==> src/rtl/approx_adder_if.sv <==
// Stimulus/response link between the error monitor and the approximate adder it evaluates.
interface approx_adder_if #(
    parameter int unsigned IN_W  = 2,
    parameter int unsigned OUT_W = IN_W + 1
);
    logic              stim_valid;
    logic [2*IN_W-1:0] stim_data;
    logic              resp_valid;
    logic [OUT_W-1:0]  resp_data;

    modport master (output stim_valid, output stim_data, input resp_valid, input resp_data);
    modport slave  (input stim_valid, input stim_data, output resp_valid, output resp_data);
endinterface

==> src/rtl/approx_adder_error_monitor.sv <==
// Exhaustive sweep harness: drives every operand pair into an approximate adder,
// accumulates error statistics against the exact sum and reports pass/fail against ET.
module approx_adder_error_monitor #(
    parameter int unsigned IN_W    = 2,
    parameter int unsigned OUT_W   = IN_W + 1,
    parameter int unsigned ET      = 4,
    parameter int unsigned CNT_W   = 16,
    parameter int unsigned TIMEOUT = 16
) (
    input  logic                   clk,
    input  logic                   rst_n,
    input  logic                   start,
    approx_adder_if.master         bus,
    output logic                   busy,
    output logic                   done,
    output logic                   pass,
    output logic                   timeout,
    output logic [OUT_W-1:0]       max_err,
    output logic [CNT_W-1:0]       err_count,
    output logic [CNT_W-1:0]       viol_count,
    output logic [CNT_W+OUT_W-1:0] sum_err
);
    localparam int unsigned IDX_W  = 2 * IN_W;
    localparam int unsigned WAIT_W = $clog2(TIMEOUT + 1);
    localparam int unsigned DIFF_W = OUT_W + 1;
    localparam int unsigned SUM_W  = CNT_W + OUT_W;
    localparam int unsigned CNT1_W = CNT_W + 1;
    localparam int unsigned SUM1_W = SUM_W + 1;
    localparam logic [IDX_W-1:0] LAST_IDX = '1;

    typedef enum logic [1:0] {IDLE, RUN, ACC, DONE} state_t;

    state_t            state, state_next;
    logic [IDX_W-1:0]  index, index_next;
    logic [WAIT_W-1:0] wait_cnt, wait_next;
    logic [OUT_W-1:0]  approx, approx_next;
    logic              timeout_next, pass_next;
    logic [OUT_W-1:0]  max_next;
    logic [CNT_W-1:0]  errc_next, viol_next;
    logic [SUM_W-1:0]  sum_next;

    logic [OUT_W-1:0]  exact_c;
    logic [DIFF_W-1:0] diff_c;
    logic [OUT_W-1:0]  err_c;
    logic [CNT1_W-1:0] errc_inc_c, viol_inc_c;
    logic [SUM1_W-1:0] sum_inc_c;
    logic [CNT_W-1:0]  errc_sat_c, viol_sat_c;
    logic [SUM_W-1:0]  sum_sat_c;

    // Error of the captured response and saturating statistic updates
    always_comb begin
        exact_c = OUT_W'(index[IN_W-1:0]) + OUT_W'(index[IDX_W-1:IN_W]);
        if (exact_c >= approx) diff_c = DIFF_W'(exact_c) - DIFF_W'(approx);
        else                   diff_c = DIFF_W'(approx) - DIFF_W'(exact_c);
        err_c      = diff_c[OUT_W-1:0];
        errc_inc_c = CNT1_W'(err_count) + CNT1_W'(err_c != '0);
        viol_inc_c = CNT1_W'(viol_count) + CNT1_W'(32'(err_c) > ET);
        sum_inc_c  = SUM1_W'(sum_err) + SUM1_W'(err_c);
        errc_sat_c = errc_inc_c[CNT_W] ? '1 : errc_inc_c[CNT_W-1:0];
        viol_sat_c = viol_inc_c[CNT_W] ? '1 : viol_inc_c[CNT_W-1:0];
        sum_sat_c  = sum_inc_c[SUM_W]  ? '1 : sum_inc_c[SUM_W-1:0];
    end

    // Next-state and next-statistics logic
    always_comb begin
        state_next   = state;
        index_next   = index;
        wait_next    = wait_cnt;
        approx_next  = approx;
        timeout_next = timeout;
        pass_next    = pass;
        max_next     = max_err;
        errc_next    = err_count;
        viol_next    = viol_count;
        sum_next     = sum_err;
        unique case (state)
            IDLE, DONE: begin
                if (start) begin
                    index_next   = '0;
                    wait_next    = '0;
                    timeout_next = 1'b0;
                    pass_next    = 1'b0;
                    max_next     = '0;
                    errc_next    = '0;
                    viol_next    = '0;
                    sum_next     = '0;
                    state_next   = RUN;
                end
            end
            RUN: begin
                if (bus.resp_valid) begin
                    approx_next = bus.resp_data;
                    state_next  = ACC;
                end else begin
                    wait_next = wait_cnt + WAIT_W'(1);
                    if (wait_next == WAIT_W'(TIMEOUT)) begin
                        timeout_next = 1'b1;
                        pass_next    = 1'b0;
                        state_next   = DONE;
                    end
                end
            end
            ACC: begin
                max_next  = (err_c > max_err) ? err_c : max_err;
                errc_next = errc_sat_c;
                viol_next = viol_sat_c;
                sum_next  = sum_sat_c;
                if (index == LAST_IDX) begin
                    pass_next  = (viol_sat_c == '0) && !timeout;
                    state_next = DONE;
                end else begin
                    index_next = index + IDX_W'(1);
                    wait_next  = '0;
                    state_next = RUN;
                end
            end
            default: state_next = IDLE;
        endcase
    end

    // State, statistics and registered status outputs
    always_ff @(posedge clk or negedge rst_n) begin
        if (!rst_n) begin
            state          <= IDLE;
            index          <= '0;
            wait_cnt       <= '0;
            approx         <= '0;
            timeout        <= 1'b0;
            pass           <= 1'b0;
            max_err        <= '0;
            err_count      <= '0;
            viol_count     <= '0;
            sum_err        <= '0;
            busy           <= 1'b0;
            done           <= 1'b0;
            bus.stim_valid <= 1'b0;
        end else begin
            state          <= state_next;
            index          <= index_next;
            wait_cnt       <= wait_next;
            approx         <= approx_next;
            timeout        <= timeout_next;
            pass           <= pass_next;
            max_err        <= max_next;
            err_count      <= errc_next;
            viol_count     <= viol_next;
            sum_err        <= sum_next;
            busy           <= (state_next == RUN) || (state_next == ACC);
            done           <= (state_next == DONE);
            bus.stim_valid <= (state_next == RUN);
        end
    end

    assign bus.stim_data = index;

endmodule

==> src/flat_wrapper.sv <==
// flat-port wrapper written by rule: the top's interface ports become plain ports
module approx_adder_error_monitor_flat 
#(
    parameter int unsigned IN_W    = 2,
    parameter int unsigned OUT_W   = IN_W + 1,
    parameter int unsigned ET      = 4,
    parameter int unsigned CNT_W   = 16,
    parameter int unsigned TIMEOUT = 16
)
  (clk, rst_n, start, busy, done, pass, timeout, max_err, err_count, viol_count, sum_err, bus_stim_valid, bus_stim_data, bus_resp_valid, bus_resp_data);
  approx_adder_if #(.IN_W(IN_W), .OUT_W(OUT_W)) bus_i ();
  input  logic clk;
  input  logic rst_n;
  input  logic start;
  output logic busy;
  output logic done;
  output logic pass;
  output logic timeout;
  output logic [OUT_W-1:0] max_err;
  output logic [CNT_W-1:0] err_count;
  output logic [CNT_W-1:0] viol_count;
  output logic [CNT_W+OUT_W-1:0] sum_err;
  output wire logic [$bits(bus_i.stim_valid)-1:0] bus_stim_valid;
  output wire logic [$bits(bus_i.stim_data)-1:0] bus_stim_data;
  input wire logic [$bits(bus_i.resp_valid)-1:0] bus_resp_valid;
  input wire logic [$bits(bus_i.resp_data)-1:0] bus_resp_data;
  assign bus_stim_valid = bus_i.stim_valid;
  assign bus_stim_data = bus_i.stim_data;
  assign bus_i.resp_valid = bus_resp_valid;
  assign bus_i.resp_data = bus_resp_data;
  approx_adder_error_monitor #(.IN_W(IN_W), .OUT_W(OUT_W), .ET(ET), .CNT_W(CNT_W), .TIMEOUT(TIMEOUT)) u_core (.clk(clk), .rst_n(rst_n), .start(start), .bus(bus_i), .busy(busy), .done(done), .pass(pass), .timeout(timeout), .max_err(max_err), .err_count(err_count), .viol_count(viol_count), .sum_err(sum_err));
endmodule
==> config.mk <==
export PLATFORM = sky130hd
export DESIGN_NAME = approx_adder_error_monitor_flat
export DESIGN_NICKNAME = d
export VERILOG_FILES = /design/src/rtl/approx_adder_if.sv /design/src/rtl/approx_adder_error_monitor.sv /design/src/flat_wrapper.sv
export SDC_FILE = /design/constraint.sdc
export NUM_CORES = 1
export LEC_CHECK = 0
export BUFFER_PORTS_ARGS = -buffer_cell sky130_fd_sc_hd__buf_2
export CAP_MARGIN = 20
export CORE_MARGIN = 2
export CORE_UTILIZATION = 35
export CTS_CLUSTER_SIZE = 14
export DETAILED_ROUTE_END_ITERATION = 7
export PLACE_DENSITY = 0.63
export SLEW_MARGIN = 20
export SYNTH_ARGS = -nofsm -noshare
export SYNTH_HDL_FRONTEND = slang
export SYNTH_SLANG_ARGS = --single-unit
==> constraint.sdc <==
create_clock -name clk -period 3.8 [get_ports clk]
set_input_delay 0.19 -clock clk [delete_from_list [all_inputs] [get_ports clk]]
set_output_delay 0.19 -clock clk [all_outputs]
set_load 0.02 [all_outputs]
==> results of run 1 <==
-- synthesized netlist by cell type (4+ instances only) --
| library cell | number |
|---|---|
| nor4_1 | 4 |
| o21a_1 | 6 |
| nor2b_1 | 4 |
| a211oi_1 | 4 |
| and3_1 | 7 |
| and4_1 | 6 |
| clkbuf_1 | 22 |
| a31oi_1 | 16 |
| mux2i_1 | 6 |
| a21oi_1 | 47 |
| nand2b_1 | 4 |
| nor2_1 | 30 |
| fa_1 | 4 |
| a21o_1 | 4 |
| dfrtp_1 | 73 |
| nand4_1 | 8 |
| mux2_2 | 4 |
| o21ai_1 | 16 |
| nor3_1 | 10 |
| nand3_1 | 29 |
| ha_1 | 22 |
| o21ai_0 | 62 |
| o31ai_1 | 7 |
| buf_2 | 5 |
| inv_1 | 29 |
| a22o_1 | 8 |
| nand2_1 | 69 |
| and2_1 | 4 |
-- area by class of cell --
class                      count  area [um^2]
fill                        1331         7340
multi-input combinational    422         2710
sequential                    73         1830
timing repair buffer          96          551
clock buffer                  11          253
tap                          176          220
clock inverter                 5          125
inverter                      29          109
-- how the worst min path moves through the flow --
| stage | start | end | slack [ns] | cells after the start |
|---|---|---|---|---|
| after detailed placement | rst_n | u_core.approx[2] | 0.34 | 1 |
| after global routing | bus_resp_data[1] | u_core.approx[1] | 0.08 | 2 |
| after CTS | bus_resp_data[0] | u_core.approx[0] | 0.08 | 2 |
| final | bus_resp_data[0] | u_core.approx[0] | 0.08 | 2 |
| after global placement | rst_n | u_core.approx[2] | 0.33 | 1 |
| after floorplan | rst_n | u_core.approx[0] | -0.11 | 0 |
-- metal layers --
layer  vias up  routed length [um]  track usage [%]
li1       2188                   -                -
met1      2176                5930             25.3
met2       155                6020             29.8
met3        19                 772             5.22
met4         0                 214             5.74
met5         -                   0                0
-- power by group through the flow --
stage | registers (W) | logic (W) | clock network (W)
floorplan | 0.00105 | 0.000957 | 0
detailed placement | 0.000977 | 0.00151 | 0
CTS | 0.000964 | 0.00154 | 0.00110
global placement | 0.000970 | 0.00145 | 0
global route | 0.000983 | 0.00188 | 0.00113
finish | 0.000964 | 0.00167 | 0.00108
-- state kept, by name (all words and copies together), names as in the netlist, 2 cells and up --
register and flops:
u_core.err_count 16, u_core.bus.stim_data 4, u_core.state 2, u_core.sum_err 19, u_core.approx 3, u_core.max_err 3, u_core.viol_count 16, u_core.wait_cnt 5
-- timing repair --
action / in CTS / in global routing
endpoints found under the hold margin: 34 / 0
endpoints found under the setup margin: 10 / 49
buffers inserted: 0 / 2
hold buffers: 1 / 0
resized for setup: 2 / 18
pin swaps: 0 / 4
-- critical path, delay by kind of cell, from the launching register on --
kind	cells	cell delay (ns)
AOI/OAI and AO/OA	6	1.13
adders and majority gates	4	1.24
muxes	1	0.35
DFF	1	0.38
and+or+nand+nor	1	0.26
buffers and inverters	1	0.16
-- kinds of logic (layout without fill, tap and decap cells) --
logic type      after synthesis  in the layout
simple gates                187            187
buf+inv                      58            141
xor+xnor                      3              3
compound gates              196            196
fa+ha+maj                    26             26
flops                        73             73
mux                          10             10
-- through the flow --
step           util, %  power (W)
5_1_grt           44.1    0.00400
3_5_place_dp      40.3    0.00249
4_1_cts           43.3    0.00360
2_1_floorplan        -    0.00200
6_report          44.1    0.00372
3_3_place_gp      40.3    0.00242
==> metrics.md, run 1 <==
| Metric | Value |
|---|---|
| Run status | complete, no violations |
| Post-DR wirelength/cell | 15.9 um |
| Tot GR Track Use | 18.9% |
| CTS root buf | clkbuf_16 |
| I/O pin count | 70 |
| Top post-synthesis cells by area | dfrtp_1 39%, o21ai_0 6.7%, ha_1 5.9% |
| Cell Chain, Critical Path | ha_1 > fa_2 > ha_4 > a21o_1 > a21oi_2 > mux2_4 > inv_1 > ha_1 > a21o_2 > a21oi_2 > or4_4 > o31ai_1 > a22o_1 |
| Drc violations | 0 |
| Area Overhead vs Synth | 24.2% |
| Clock-pin slew on the worst setup and hold paths | 0.06 ns |
| Via count | 4538 |
| Pleak | 2.73 nW |
| Syn Nets | 586 |
| Yosys top cell area share | 39.2% |
| CTS tree | built |
| Worst relative slew slack | 44.5% |
| RSZ-0062 raised after global routing | no |
| First-pass GRT wire length | 21800 um |
| Post-Syn Area | 4660 um^2 |
| Die width | 119 um |
| Clock tree buffer depth | 2 |
| Share of layout cells above drive strength 1 | 22.3% |
| IO Port Bufs | 69 |
| Vias in the first global route | 4382 |
| # rows | 42 |
| Clock Skew | 0.00630 ns |
| Max-slew violations | 0 |
| Startpoint types | register |
| Critical-path top delay cell | fa_2 |
| Most common cell after layout, fill and taps aside | dfrtp_1 |
| Fin crit share | 95.9% |
| Final HPWL DP | 9120 um |
| Final hold vios | 0 |
| Num CTS Buffers | 9 |
| R2R depth | 13 |
| Pint | 0.00227 W |
| Pwr per Cell Area | 642 nW/um^2 |
| Max incr delay on CP | 0.57 ns |
| Total placed cells including tap cells | 793 |
| Clock latency on the worst-skew pair | 0.34 ns |
| Fmax | 274 MHz |
| Mux contribution to synthesized area | 2.25% |
| Post-synth cell types | 60 |
| R2R setup slack | 0.16 ns |
| Die Y | 119 um |
| Initial Util | 35.5% |
| Hold_ws | 0.0849 ns |
| VDD IR max | 0.471 mV |
| Synth async-reset ratio | 100% |
| Worst Setup EP | u_core.sum_err[6] |
| Final instance area | 5790 um^2 |
| Place WS | -0.00647 ns |
| CP Max Fanout | 9 |
| Synth Area in Compound Gates | 25.2% |
| Critical Path Source | u_core.bus.stim_data[0] |
| Seq/Total Area, Yosys | 39.2% |
| Main flop type after synthesis | dfrtp_1 |
| Drt pass-1 iters | 6 |
| Largest family of logic cells by synthesized area | compound AO/OA/AOI/OAI gates |
| # diodes | 0 |
| Switching Share | 38.8% |
| Clock sinks | 73 |
| Clk network pwr share | 29.1% |
| Final wirelength | 12900 um |
| Worst Path Arrival | 3.87 ns |
| R2r startpoint | u_core.bus.stim_data[0] |
| Setup violations, final | 0 |
| Max-cap violations | 0 |
| Hold Crit Class | in -> reg |
| Overflow after GRT | 0 |
| TNS Setup | 0 ns |
| Simple-gate portion of the synthesized area | 20.2% |
| Worst setup margin | 0.156 ns |
| # nets final | 664 |
| Layout Cells excl Fill | 812 |
| Yosys warning count | 0 |
| Seq pwr share | 25.9% |
| Initial DRC Count | 421 |
| Reg-to-reg critical path endpoint | u_core.sum_err[6] |
| Mapped Cells | 553 |
| Synth area leader | dfrtp_1 |
| Routed Antenna Nets | 0 |
| Comb pwr share | 45.0% |
| Post-Place Cell Area | 5290 um^2 |
| DR vias/cell | 5.59 |
| Slew @ Worst Pin | 0.833 ns |
| Placeable Area | 13100 um^2 |
| Syn_area_per_cell | 8.43 um^2 |
| Pin count of the biggest net entering global routing | 50 |
| Crit. End Element | register |
| Post-synthesis xor/xnor area fraction | 0.563% |
| WS Path Type | reg -> reg |
| Commonest non-fill, non-tap cells in the layout | 73 x dfrtp_1, 69 x nand2_1, 69 x buf_2, 60 x o21ai_0, 45 x a21oi_1 |
| Initial antenna violation count | 0 |
| Post-route minimum period | 3.64 ns |
| Number of flops mapped to enable cells by yosys | 0 |
| H-tree Lvls | 3 |
| Worst endpoint required time | 4.03 ns |
| Die area | 14300 um^2 |
| Final GP Congestion | 0.852 |
| NetSw | 0.00144 W |
| Fraction of the mapped netlist area in adder cells | 7.62% |
| Flops & latches, synth | 73 |
No activity file was read; power rests on OpenSTA's default activity.
==> run 2, diff against run 1 <==
- MAX_ROUTING_LAYER: default -> met4
==> metrics.md, run 2 (synthesized netlist as in run 1, its figures left out) <==
| Metric | Value |
|---|---|
| Max-slew violations | 0 |
| Drc violations | 0 |
| Initial Util | 35.5% |
| Routed Antenna Nets | 0 |
| # diodes | 0 |
| Die width | 119 um |
| Max incr delay on CP | 0.57 ns |
| Final HPWL DP | 9120 um |
| Place WS | -0.00647 ns |
| Final wirelength | 13000 um |
| Clock sinks | 73 |
| Initial DRC Count | 401 |
| Drt pass-1 iters | 5 |
| Final GP Congestion | 0.866 |
| Initial antenna violation count | 0 |
| First-pass GRT wire length | 21800 um |
| Hold Crit Class | in -> reg |
| Final hold vios | 0 |
| DR vias/cell | 5.52 |
| Share of layout cells above drive strength 1 | 22.3% |
| Commonest non-fill, non-tap cells in the layout | 73 x dfrtp_1, 69 x nand2_1, 69 x buf_2, 60 x o21ai_0, 45 x a21oi_1 |
| Post-DR wirelength/cell | 16.0 um |
| Crit. End Element | register |
| Clock-pin slew on the worst setup and hold paths | 0.06 ns |
| Pin count of the biggest net entering global routing | 50 |
| RSZ-0062 raised after global routing | no |
| Num CTS Buffers | 9 |
| Worst Path Arrival | 3.87 ns |
| # rows | 42 |
| Clock latency on the worst-skew pair | 0.34 ns |
| H-tree Lvls | 3 |
| WS Path Type | reg -> reg |
| Pwr per Cell Area | 642 nW/um^2 |
| Buf/Inv on CP | 1 |
| Placeable Area | 13100 um^2 |
| Run status | complete, no violations |
| Cell Chain, Critical Path | ha_1 > fa_2 > ha_4 > a21o_1 > a21oi_2 > mux2_4 > inv_1 > ha_1 > a21o_2 > a21oi_2 > or4_4 > o31ai_1 > a22o_1 |
| IO Port Bufs | 69 |
| Die Y | 119 um |
| Biggest register | u_core.sum_err |
| Max-cap violations | 0 |
| I/O pin count | 70 |
| Overflow after GRT | 0 |
| Biggest regs | u_core.sum_err x19, u_core.err_count x16, u_core.viol_count x16 |
| R2R setup slack | 0.16 ns |
| Hold_ws | 0.0834 ns |
| Pleak | 2.73 nW |
| Clock tree buffer depth | 2 |
| Startpoint types | register |
| CP top delay family | adder cells |
| # nets final | 664 |
| Worst endpoint required time | 4.03 ns |
| Setup violations, final | 0 |
| Fmax | 274 MHz |
| Slew @ Worst Pin | 0.836 ns |
| Max FFs per register | 19 |
| CTS root buf | clkbuf_16 |
| Fin crit share | 95.9% |
| Tot GR Track Use | 19.4% |
| CTS tree | built |
| Worst relative slew slack | 44.2% |
| Critical-path top delay cell | fa_2 |
| Most common cell after layout, fill and taps aside | dfrtp_1 |
| Clock Skew | 0.00605 ns |
| CP Max Fanout | 9 |
| Area Overhead vs Synth | 24.2% |
| Post-route minimum period | 3.64 ns |
| VDD IR max | 0.471 mV |
| Die area | 14300 um^2 |
| Via count | 4482 |
| Worst setup margin | 0.157 ns |
| Vias in the first global route | 4376 |
| # fillers | 1331 |
## run 2: cell counts in the layout (fill, tap and decap cells not counted)
No cell type changed its count.
## run 2: worst register-to-register path: cells and delay by family (launching register included)
kind | cells | cell delay, ns
simple gates | 1 | 0.26
mux | 1 | 0.36
compound gates | 6 | 1.13
flops | 1 | 0.38
fa+ha+maj | 4 | 1.24
buf+inv | 1 | 0.16
## run 2: path summary, 6_finish.rpt
| check | start | to | depth (start not counted) |
|---|---|---|---|
| worst max-delay path | u_core.bus.stim_data[0] | u_core.sum_err[6] | 13 |
| worst min-delay path | bus_resp_data[0] | u_core.approx[0] | 2 |
| worst max register to register | u_core.bus.stim_data[0] | u_core.sum_err[6] | 13 |
| worst min register to register | u_core.sum_err[0] | u_core.sum_err[0] | 2 |
| max in group asynchronous | rst_n | u_core.viol_count[9] | 3 |
| min in group asynchronous | rst_n | u_core.approx[2] | 2 |
## run 2: cell type report
class | instances | area (um^2) | area share, %
multi-input cells | 422 | 2710 | 46.8
flip-flops and latches | 73 | 1830 | 31.5
repair buffers | 96 | 551 | 9.50
clock buffers | 11 | 253 | 4.36
well taps | 176 | 220 | 3.80
clock inverters | 5 | 125 | 2.16
inverters | 29 | 109 | 1.88
## run 2: timing repair
action / CTS / global route
resized for setup: 2 / 18
hold buffers: 1 / 0
buffers inserted: 0 / 2
hold endpoints to repair: 34 / 0
setup endpoints to repair: 10 / 49
pin swaps: 0 / 4
## run 2: per-layer routing
layer  global-route usage (%)  vias up  share of wire [%]
li1                         -     2178                  -
met1                     25.3     2156                 46
met2                     29.8      129                 47
met3                     5.17       19                5.6
met4                     5.74        0                1.6
met5                        -        -                  0
## run 2: per-stage QoR
stage / setup TNS [ns] / utilization [%] / instances / area (um^2) / power, W
floorplan: 0 / - / 553 / 4660 / 0.00200
global placement: -0.0324 / 40.3 / 793 / 5290 / 0.00242
detailed placement: -0.00654 / 40.3 / 793 / 5290 / 0.00249
CTS: 0 / 43.3 / 810 / 5690 / 0.00360
global route: 0 / 44.1 / 812 / 5790 / 0.00400
finish: 0 / 44.1 / 812 / 5790 / 0.00372
## run 2: power by group
| part | total, W | internal, W | switching (W) |
|---|---|---|---|
| Combinational | 0.00167 | 0.000654 | 0.00102 |
| Sequential | 0.000965 | 0.000878 | 0.0000868 |
| Clock | 0.00108 | 0.000743 | 0.000340 |
| Total | 0.00372 | 0.00227 | 0.00144 |
==> run 3, diff against run 2 <==
- CAP_MARGIN: 20 -> default
- PLACE_DENSITY: 0.63 -> 0.52
==> metrics.md, run 3 (synthesized netlist as in run 1, its figures left out) <==
| Metric | Value |
|---|---|
| Post-route minimum period | 3.67 ns |
| Slew @ Worst Pin | 1.06 ns |
| DR vias/cell | 5.52 |
| Die area | 14300 um^2 |
| Area Overhead vs Synth | 23.1% |
| Clock-pin slew on the worst setup and hold paths | 0.06 ns |
| Reg-to-reg critical path endpoint | u_core.pass |
| Biggest register | u_core.sum_err |
| # rows | 42 |
| Post-DR wirelength/cell | 15.8 um |
| # nets final | 666 |
| Crit. End Element | register |
| CTS root buf | clkbuf_16 |
| Clock tree buffer depth | 2 |
| Run status | finished with violations |
| Die Y | 119 um |
| Max FFs per register | 19 |
| Post-cts hold buffer count | 0 |
| Critical-path top delay cell | fa_2 |
| GRT Max-Usage Layer | met2 |
| Clock sinks | 73 |
| R2r startpoint | u_core.bus.stim_data[0] |
| Max incr delay on CP | 0.58 ns |
| R2R depth | 13 |
| Layout Cells excl Fill | 814 |
| Initial Util | 35.5% |
| Met3 Use GR | 5.27% |
| Max-slew violations | 0 |
| Initial DRC Count | 366 |
| Pleak | 2.71 nW |
| VDD IR max | 0.212 mV |
| Die width | 119 um |
| # diodes | 0 |
| IO Port Bufs | 69 |
| Worst relative slew slack | 29.2% |
| First-pass GRT wire length | 21300 um |
| Overflow after GRT | 0 |
| Final instance area | 5740 um^2 |
| I/O pin count | 70 |
| Final GP Congestion | 0.851 |
| Worst setup margin | 0.135 ns |
| Pwr per Cell Area | 598 nW/um^2 |
| Final wirelength | 12800 um |
| Share of layout cells above drive strength 1 | 22.3% |
| Routed Antenna Nets | 0 |
| Most common cell after layout, fill and taps aside | dfrtp_1 |
| Worst endpoint required time | 4.08 ns |
| Clock Skew | 0.00760 ns |
| CP Max Fanout | 4 |
| H-tree Lvls | 3 |
| Place WS | 0.0145 ns |
| Cell Chain, Critical Path | ha_1 > fa_2 > buf_4 > fa_2 > mux2_4 > a21oi_2 > buf_4 > ha_2 > nor4b_4 > o221ai_1 > a211oi_1 > and4_1 > a31o_1 |
| Num CTS Buffers | 9 |
| Drt pass-1 iters | 5 |
| Post-Place Cell Area | 5300 um^2 |
| Worst Path Arrival | 3.94 ns |
| Fmax | 273 MHz |
| Tot GR Track Use | 19.1% |
| CTS tree | built |
| R2R setup slack | 0.13 ns |
| Max-cap violations | 0 |
| Failing checks | hold timing |
| Pin count of the biggest net entering global routing | 74 |
| Fin crit share | 96.5% |
| Placeable Area | 13100 um^2 |
| Hold_ws | -0.00163 ns |
| Setup violations, final | 0 |
| Met1 global-route usage | 25.2% |
| Vias in the first global route | 4274 |
| Final hold vios | 1 |
| Startpoint types | register |
| Clock latency on the worst-skew pair | 0.34 ns |
| Hold Crit Class | in -> async |
| Met2 Track Usage GR | 29.1% |
| Biggest regs | u_core.sum_err x19, u_core.err_count x16, u_core.viol_count x16 |
| Drc violations | 0 |
| Initial antenna violation count | 0 |
| Final HPWL DP | 8820 um |
| Total placed cells including tap cells | 793 |
| Final total power | 0.00343 W |
| Commonest non-fill, non-tap cells in the layout | 73 x dfrtp_1, 69 x nand2_1, 68 x buf_2, 59 x o21ai_0, 45 x a21oi_1 |
| Via count | 4495 |
| WS Path Type | reg -> reg |
run 3: changes by cell type in the layout (fill, tap and decap cells not counted), moves of 2 or more:
cell       change
buf_4          +3
bufinv_16      -3
clkbuf_1       +4
fa_1           -2
fa_2           +2
run 3: stage by stage:
stage          utilization (%)   TNS, ns
2_1_floorplan                -         0
3_3_place_gp              40.3         0
3_5_place_dp              40.3         0
4_1_cts                   42.6         0
5_1_grt                   43.7  -0.00509
6_report                  43.7         0
run 3: worst max path at each step:
| stage | from | to |
|---|---|---|
| after detailed placement | u_core.bus.stim_data[0] | u_core.pass |
| after global placement | u_core.bus.stim_data[0] | u_core.pass |
| after CTS | u_core.bus.stim_data[0] | u_core.pass |
| final | u_core.bus.stim_data[0] | u_core.pass |
| after floorplan | u_core.bus.stim_data[0] | u_core.err_count[13] |
| after global routing | u_core.bus.stim_data[0] | u_core.pass |
run 3: layout make-up:
| cell class | count | area (um^2) |
|---|---|---|
| clock buffers | 14 | 254 |
| clock inverters | 2 | 37.5 |
| fillers | 1298 | 7400 |
| inverters | 29 | 109 |
| multi-input cells | 422 | 2720 |
| flip-flops and latches | 73 | 1830 |
| well taps | 176 | 220 |
| repair buffers | 98 | 569 |
run 3: repair_timing:
action,CTS,global route
endpoints found under the setup margin,1,50
setup buffers,0,4
gates cloned,0,1
endpoints found under the hold margin,0,0
resized for setup,1,28
pin swaps,0,8
run 3: critical path: cells and delay by family (launching register included):
kind | cells | cell delay, ns
simple gates | 2 | 0.49
compound gates | 4 | 0.65
fa+ha+maj | 4 | 1.52
mux | 1 | 0.30
buf+inv | 2 | 0.26
flops | 1 | 0.37
run 3: layer usage:
metal | vias to the layer above | wire length [um] | share of wire, %
met5 | - | 0 | 0
met3 | 12 | 606 | 4.7
met2 | 112 | 6040 | 47
met1 | 2195 | 6060 | 47
met4 | 0 | 120 | 0.94
li1 | 2176 | - | -
run 3: power breakdown:
part           internal (W)  leakage (nW)  switching [W]
Sequential         0.000878          1.00      0.0000833
Combinational      0.000639          1.57       0.000989
Clock              0.000527         0.137       0.000318
Total               0.00204          2.71        0.00139
